$ cat src/rtl/riscv_pkg.sv
// riscv_pkg: shared RV32I types and constants for the decode stage.
//   word_t      - 32-bit machine word
//   alu_op_t    - ALU operation select
//   OPCODE_*    - major opcode field values (ir[6:0])
//   F3_*        - funct3 values for OP / OP-IMM
//   idex_t      - ID/EX pipeline register payload
package riscv_pkg;

  typedef logic [31:0] word_t;

  typedef enum logic [3:0] {
    ALU_ADD  = 4'd0,
    ALU_SUB  = 4'd1,
    ALU_SLL  = 4'd2,
    ALU_SLT  = 4'd3,
    ALU_SLTU = 4'd4,
    ALU_XOR  = 4'd5,
    ALU_SRL  = 4'd6,
    ALU_SRA  = 4'd7,
    ALU_OR   = 4'd8,
    ALU_AND  = 4'd9,
    ALU_OP2  = 4'd10
  } alu_op_t;

  localparam logic [6:0] OPCODE_OP     = 7'b0110011;
  localparam logic [6:0] OPCODE_OP_IMM = 7'b0010011;
  localparam logic [6:0] OPCODE_LUI    = 7'b0110111;
  localparam logic [6:0] OPCODE_AUIPC  = 7'b0010111;
  localparam logic [6:0] OPCODE_LOAD   = 7'b0000011;
  localparam logic [6:0] OPCODE_STORE  = 7'b0100011;

  localparam logic [2:0] F3_ADD_SUB = 3'b000;
  localparam logic [2:0] F3_SLL     = 3'b001;
  localparam logic [2:0] F3_SLT     = 3'b010;
  localparam logic [2:0] F3_SLTU    = 3'b011;
  localparam logic [2:0] F3_XOR     = 3'b100;
  localparam logic [2:0] F3_SRL_SRA = 3'b101;
  localparam logic [2:0] F3_OR      = 3'b110;
  localparam logic [2:0] F3_AND     = 3'b111;

  typedef struct packed {
    alu_op_t     alu_op;
    word_t       op1;
    word_t       op2;
    word_t       store_data;
    logic [4:0]  rd;
    logic        wen;
    logic        mem_read;
    logic        mem_write;
    logic [2:0]  funct3;
    word_t       pc;
    logic        illegal;
  } idex_t;

endpackage

$ cat src/rtl/decode_stage_imm_gen.sv
// imm_gen: combinational RV32I immediate extraction.
//   i_ir    in  instruction bits [31:7] (opcode field not needed)
//   o_imm_i out I-type immediate, sign-extended
//   o_imm_s out S-type immediate, sign-extended
//   o_imm_u out U-type immediate (upper 20 bits, low 12 zero)
module imm_gen
  import riscv_pkg::*;
(
  input  logic [31:7] i_ir,
  output word_t       o_imm_i,
  output word_t       o_imm_s,
  output word_t       o_imm_u
);

  assign o_imm_i = {{20{i_ir[31]}}, i_ir[31:20]};
  assign o_imm_s = {{20{i_ir[31]}}, i_ir[31:25], i_ir[11:7]};
  assign o_imm_u = {i_ir[31:12], 12'b0};

endmodule

$ cat src/rtl/decode_stage.sv
// decode_stage: RV32I decode / operand select feeding the ALU.
//   clk, reset             clock, synchronous active-high reset
//   if_valid/if_ready      fetch handshake; if_ir, if_pc instruction + address
//   rs1_addr/rs2_addr      register-file read addresses; rs1_data/rs2_data read data
//   mem_* / wb_*           later-stage writeback candidates used for forwarding
//   flush                  drop held and incoming instruction
//   ex_ready               execute stage accepts ID/EX contents
//   ex_*                   ID/EX pipeline register outputs
module decode_stage
  import riscv_pkg::*;
#(
  parameter word_t RESET_PC = 32'h0000_0000
) (
  input  logic       clk,
  input  logic       reset,
  input  logic       if_valid,
  output logic       if_ready,
  input  word_t      if_ir,
  input  word_t      if_pc,
  output logic [4:0] rs1_addr,
  output logic [4:0] rs2_addr,
  input  word_t      rs1_data,
  input  word_t      rs2_data,
  input  logic       mem_wen,
  input  logic [4:0] mem_rd,
  input  word_t      mem_data,
  input  logic       wb_wen,
  input  logic [4:0] wb_rd,
  input  word_t      wb_data,
  input  logic       flush,
  input  logic       ex_ready,
  output logic       ex_valid,
  output alu_op_t    ex_alu_op,
  output word_t      ex_op1,
  output word_t      ex_op2,
  output word_t      ex_store_data,
  output logic [4:0] ex_rd,
  output logic       ex_wen,
  output logic       ex_mem_read,
  output logic       ex_mem_write,
  output logic [2:0] ex_funct3,
  output word_t      ex_pc,
  output logic       ex_illegal
);

  logic       r_valid;
  idex_t      r_idex;
  idex_t      w_dec;
  word_t      w_imm_i, w_imm_s, w_imm_u;
  word_t      w_fwd1, w_fwd2;
  logic [6:0] w_opcode, w_f7;
  logic [2:0] w_f3;
  logic       w_illegal, w_wen;
  logic       w_rs1_used, w_rs2_used;
  logic       w_adv, w_load_use, w_new_valid;

  assign w_opcode = if_ir[6:0];
  assign w_f3     = if_ir[14:12];
  assign w_f7     = if_ir[31:25];
  assign rs1_addr = if_ir[19:15];
  assign rs2_addr = if_ir[24:20];

  imm_gen u_imm_gen (
    .i_ir    (if_ir[31:7]),
    .o_imm_i (w_imm_i),
    .o_imm_s (w_imm_s),
    .o_imm_u (w_imm_u)
  );

  function automatic word_t fwd(input logic [4:0] reg_a, input word_t rf_data,
                                input logic m_wen, input logic [4:0] m_rd, input word_t m_data,
                                input logic w_en, input logic [4:0] w_rd, input word_t w_data);
    if (reg_a == 5'd0)                 return '0;
    else if (m_wen && (m_rd == reg_a)) return m_data;
    else if (w_en && (w_rd == reg_a))  return w_data;
    else                               return rf_data;
  endfunction

  assign w_fwd1 = fwd(rs1_addr, rs1_data, mem_wen, mem_rd, mem_data, wb_wen, wb_rd, wb_data);
  assign w_fwd2 = fwd(rs2_addr, rs2_data, mem_wen, mem_rd, mem_data, wb_wen, wb_rd, wb_data);

  assign w_rs1_used = (w_opcode != OPCODE_LUI) && (w_opcode != OPCODE_AUIPC);
  assign w_rs2_used = (w_opcode == OPCODE_OP) || (w_opcode == OPCODE_STORE);

  assign w_load_use = r_valid && r_idex.mem_read && (r_idex.rd != 5'd0) &&
                      ((w_rs1_used && (r_idex.rd == rs1_addr)) ||
                       (w_rs2_used && (r_idex.rd == rs2_addr)));
  assign w_adv       = !r_valid || ex_ready;
  assign if_ready    = w_adv && !w_load_use;
  assign w_new_valid = if_valid && !w_load_use && !flush;

  always_comb begin
    w_dec            = '0;
    w_dec.alu_op     = ALU_ADD;
    w_dec.op1        = w_fwd1;
    w_dec.store_data = w_fwd2;
    w_dec.rd         = if_ir[11:7];
    w_dec.funct3     = w_f3;
    w_dec.pc         = if_pc;
    w_illegal        = 1'b0;
    w_wen            = 1'b0;
    case (w_opcode)
      OPCODE_OP: begin
        w_dec.op2 = w_fwd2;
        w_wen     = 1'b1;
        case (w_f3)
          F3_ADD_SUB: w_dec.alu_op = w_f7[5] ? ALU_SUB : ALU_ADD;
          F3_SLL:     w_dec.alu_op = ALU_SLL;
          F3_SLT:     w_dec.alu_op = ALU_SLT;
          F3_SLTU:    w_dec.alu_op = ALU_SLTU;
          F3_XOR:     w_dec.alu_op = ALU_XOR;
          F3_SRL_SRA: w_dec.alu_op = w_f7[5] ? ALU_SRA : ALU_SRL;
          F3_OR:      w_dec.alu_op = ALU_OR;
          default:    w_dec.alu_op = ALU_AND;
        endcase
        // funct7=0x20 is only meaningful for SUB and SRA
        if (!((w_f7 == 7'h00) ||
              ((w_f7 == 7'h20) && ((w_f3 == F3_ADD_SUB) || (w_f3 == F3_SRL_SRA)))))
          w_illegal = 1'b1;
      end
      OPCODE_OP_IMM: begin
        w_dec.op2 = w_imm_i;
        w_wen     = 1'b1;
        case (w_f3)
          F3_ADD_SUB: w_dec.alu_op = ALU_ADD;
          F3_SLL: begin
            w_dec.alu_op = ALU_SLL;
            w_dec.op2    = {27'b0, if_ir[24:20]};
            if (w_f7 != 7'h00) w_illegal = 1'b1;
          end
          F3_SLT:  w_dec.alu_op = ALU_SLT;
          F3_SLTU: w_dec.alu_op = ALU_SLTU;
          F3_XOR:  w_dec.alu_op = ALU_XOR;
          F3_SRL_SRA: begin
            w_dec.alu_op = if_ir[30] ? ALU_SRA : ALU_SRL;
            w_dec.op2    = {27'b0, if_ir[24:20]};
            if (if_ir[31] || (if_ir[29:25] != 5'd0)) w_illegal = 1'b1;
          end
          F3_OR:   w_dec.alu_op = ALU_OR;
          default: w_dec.alu_op = ALU_AND;
        endcase
      end
      OPCODE_LUI: begin
        w_dec.alu_op = ALU_OP2;
        w_dec.op2    = w_imm_u;
        w_wen        = 1'b1;
      end
      OPCODE_AUIPC: begin
        w_dec.op1 = if_pc;
        w_dec.op2 = w_imm_u;
        w_wen     = 1'b1;
      end
      OPCODE_LOAD: begin
        w_dec.op2      = w_imm_i;
        w_dec.mem_read = 1'b1;
        w_wen          = 1'b1;
      end
      OPCODE_STORE: begin
        w_dec.op2       = w_imm_s;
        w_dec.mem_write = 1'b1;
      end
      default: w_illegal = 1'b1;
    endcase
    if (w_illegal) begin
      w_wen           = 1'b0;
      w_dec.mem_read  = 1'b0;
      w_dec.mem_write = 1'b0;
    end
    w_dec.illegal = w_illegal;
    w_dec.wen     = w_wen && (w_dec.rd != 5'd0);
  end

  always_ff @(posedge clk) begin
    if (reset) begin
      r_valid   <= 1'b0;
      r_idex    <= '0;
      r_idex.pc <= RESET_PC;
    end else if (flush || (w_adv && !w_new_valid)) begin
      // bubble: payload held, only side-effecting controls dropped
      r_valid          <= 1'b0;
      r_idex.wen       <= 1'b0;
      r_idex.mem_read  <= 1'b0;
      r_idex.mem_write <= 1'b0;
    end else if (w_adv) begin
      r_valid <= 1'b1;
      r_idex  <= w_dec;
    end
  end

  assign ex_valid      = r_valid;
  assign ex_alu_op     = r_idex.alu_op;
  assign ex_op1        = r_idex.op1;
  assign ex_op2        = r_idex.op2;
  assign ex_store_data = r_idex.store_data;
  assign ex_rd         = r_idex.rd;
  assign ex_wen        = r_idex.wen;
  assign ex_mem_read   = r_idex.mem_read;
  assign ex_mem_write  = r_idex.mem_write;
  assign ex_funct3     = r_idex.funct3;
  assign ex_pc         = r_idex.pc;
  assign ex_illegal    = r_idex.illegal;

endmodule

$ cat config.mk
export PLATFORM = sky130hd
export DESIGN_NAME = decode_stage
export DESIGN_NICKNAME = d
export VERILOG_FILES = /design/src/rtl/riscv_pkg.sv /design/src/rtl/decode_stage_imm_gen.sv /design/src/rtl/decode_stage.sv
export SDC_FILE = /design/constraint.sdc
export NUM_CORES = 1
export LEC_CHECK = 0
export ABC_CLOCK_PERIOD_IN_PS = 3810
export CAP_MARGIN = 20
export CORE_AREA = 5 5 148 150
export CTS_BUF_LIST = sky130_fd_sc_hd__clkbuf_16
export DETAILED_ROUTE_END_ITERATION = 16
export DIE_AREA = 0 0 153 155
export PLACE_DENSITY = 0.82
export SYNTH_ARGS = -nofsm -noshare
export SYNTH_HDL_FRONTEND = slang
export SYNTH_SLANG_ARGS = --single-unit
$ cat constraint.sdc
create_clock -name clk -period 3.81 [get_ports clk]
set_clock_uncertainty 0.15 [all_clocks]
set_input_delay 1.143 -clock clk [delete_from_list [all_inputs] [get_ports clk]]
set_output_delay 1.143 -clock clk [all_outputs]
set_load 0.02 [all_outputs]
==> metrics <==
fin util=between 60% and 70%; layout cell share with drive strength beyond 1=12.31%; die area=0.02372 mm2; total congestion overflow=0; worst path arrival time=2.49 ns; Leak=4.744 nW; number of global-route vias before repair=9,475; fin nets=1,545; worst min path class=flop to flop; Clock Pin Slew Worst Setup and Hold Paths=0.07 ns; slew margin rel.=48.63%; Starting Density=41.69%; min Tclk post-route=3.785 ns; # fillers=1,742; Root Driver=clkbuf_16; CTS tree=done; leading area contributor after synthesis=dfxtp_1; Final Setup Violations=0; Non-Filler Instances=approximately 1.6k; Synth cell types=62; synthesized cell area=0.008571 mm2; outcome=finished clean; largest net degree at the start of global routing=96; placed cell count=1,589; maximum VDD drop=0.2871 mV; multiplexer area fraction after synthesis=between 9 and 10%; maximum clock frequency=0.2642 GHz; Final Instance Area=0.01321 mm2; Bufs on Longest Clock Path=2; io pins=about 370; DR WL/cell=24.26 um; Syn Nets=1,214; final hold violations=0; worst-margin pin slew=0.7648 ns; sequential element share of the synthesized area=33.87%; RR Startpoint=ex_rd[4]$_SDFFE_PP0P_; Synth Register Bits=between 100 and 150; first-pass GRT wire length=58.42 mm; Synth Area in Simple Gates=15.43%; HP Start=ex_pc[0]$_SDFFE_PP0P_; xor-xnor portion of the synthesized cell area=3.066%; post-synthesis async set-or-reset flop share=0%; CTS Hold Buffers Added=0; post-synth top area share=33.87%; Post-synth EDFFs=0; Final Max Tran Viols=0; DR pass1 iterations=5; fin crit share=99.33%; post-route ant nets=0; synth top area cells=dfxtp_1 (34%), a21oi_1 (7.6%), mux2i_1 (6.1%); multi-input logic area=0.005071 mm2; Crit Path Class=input pin to output port; row cnt=53; Core ar.=0.02056 mm2; Ys Warns=0; First DRT Iteration DRCs=1,154; IO Port Bufs=roughly 360; Die W=153 um; GRT Overall Usage=31.63%; CP Capture Type=output port; vias per cell=6.028; Worst setup startpoint=if_ir[6]; type of origin of the critical path=input pin; sequential standard cell area=0.002903 mm2; Num CTS Buffers=17; Mean Syn Cell Area=8.528 um2; hold slack=between 0.3 and 0.4 ns; Final Wtd Congestion=0.9530; Clock Sinks=between 100 and 150; area grow syn2layout=54.10%; Max FO, Critical Path=3; drc violations=0; Die Ht=155 um; worst-skew pair later-pin latency=0.42 ns; Final HPWL DP=29.84 mm; initial antenna violation count=3; PwrDens=325.9 mW/mm2; # H-tree levels=4; post-synthesis cell count=approximately 1k; final WL=39.45 mm; Via Count=9,801; Post-DP Area=0.01259 mm2; Max-cap violations=0; Post-Synth Adder-Cell Area=0%; largest family of logic cells by synthesized area=compound AO/OA/AOI/OAI gates; ys flop type=dfxtp_1; Required @ worst endpoint=about 2.5 ns; Synth Area in Compound Gates=31.02%
-- cells in the final DEF, fill, tap and decap left out, drive strengths merged, types with 6 or more instances in the layout --
cell type        n
xor2            16
nor2b           25
nand2           40
o2bb2ai          9
o21ai           83
nand2b          21
a32oi            8
nor4             8
buf             66
inv             18
a211oi           6
mux2            23
and3             8
a22o            23
a41o             9
a211o           32
a21oi          132
dlygate4sd2      9
dfxtp          145
nand3           68
clkbuf          17
nor2            53
a311oi          33
o211ai          28
xnor2           14
mux2i           52
clkdlybuf4s50  350
-- routing by layer --
| layer | vias up | wire length [um] | GRT usage [%] |
|---|---|---|---|
| li1 | 4398 | - | - |
| met2 | 662 | 17320 | 48.39 |
| met3 | 120 | 4276 | 8.651 |
| met1 | 4617 | 15840 | 41.67 |
| met5 | - | 21 | 0 |
| met4 | 4 | 1989 | 14.68 |
-- per-stage QoR --
stage	setup slack (ns)	setup TNS, ns	power, mW
after global placement	-0.5847	-0.5911	2.608
after floorplan	0.05763	0	2.078
after global routing	-0.01713	-0.01713	4.443
after detailed placement	-0.6435	-2.493	2.622
final	0.02546	0	4.304
after CTS	0.01638	0	4.302
-- Yosys cell counts, types with 9 or more instances --
library cell	count
dfxtp_1	145
buf_4	11
mux2_2	21
o2bb2ai_1	9
a21oi_1	131
nand3_1	68
nand2_1	39
buf_6	11
o211ai_1	28
buf_2	28
xnor2_1	14
nand2b_1	21
a311oi_2	28
nor2b_1	25
clkbuf_1	64
a22o_1	23
a41o_1	9
inv_1	12
xor2_1	16
nor2_1	51
o21ai_0	80
a211o_1	32
mux2i_1	52
-- critical path, stage by stage --
cell	delay (ns)
dlygate4sd2_1	0.20
and4bb_1	0.24
and3_4	0.21
nor4_4	0.30
o21a_2	0.22
nor2_2	0.05
buf_6	0.13
-- flip-flops by register name, summed over array words and instances (netlist names) --
name           count
ex_alu_op          4
ex_funct3          3
ex_illegal         1
ex_mem_read        1
ex_mem_write       1
ex_op1            32
ex_op2            32
ex_pc             32
ex_rd              5
ex_store_data     32
ex_valid           1
ex_wen             1
-- cell families (layout without fill, tap and decap cells) --
family	after synthesis	after routing
AOI/OAI and AO/OA	379	379
and+or+nand+nor	247	247
DFF	145	145
buffers and inverters	129	473
muxes	75	75
xor gates and xnor gates	30	30
other	0	2
-- where the power goes --
group | total [mW] | switching (mW) | internal (mW)
clock network | 1.70 | 0.728 | 0.972
logic | 0.983 | 0.491 | 0.493
registers | 1.62 | 0.0396 | 1.58
total | 4.30 | 1.26 | 3.05
-- cell type report --
| class | count | area share, % |
|---|---|---|
| inverters | 13 | 0.3695 |
| multi-input cells | 731 | 38.40 |
| clock inverters | 15 | 1.203 |
| well taps | 275 | 2.605 |
| repair buffers | 428 | 32.19 |
| diodes | 2 | 0.03789 |
| flip-flops and latches | 145 | 21.98 |
| clock buffers | 17 | 3.221 |
-- what timing repair did --
| action | 4_1_cts | 5_1_grt |
|---|---|---|
| endpoints found under the setup margin | 1 | 1 |
| resized for setup | 18 | 6 |
| buffers inserted | 1 | 2 |
| pin swaps | 8 | 5 |
-- final timing paths --
check / endpoint / slack [ns] / cells past startpoint
setup / recovery: if_ready / 0.03 / 7
hold / removal: ex_pc[0]$_SDFFE_PP0P_ / 0.33 / 2
setup reg to reg: ex_store_data[27]$_SDFFE_PP0P_ / 0.90 / 8
hold reg to reg: ex_pc[0]$_SDFFE_PP0P_ / 0.33 / 2
No activity file was read; power rests on OpenSTA's default activity.
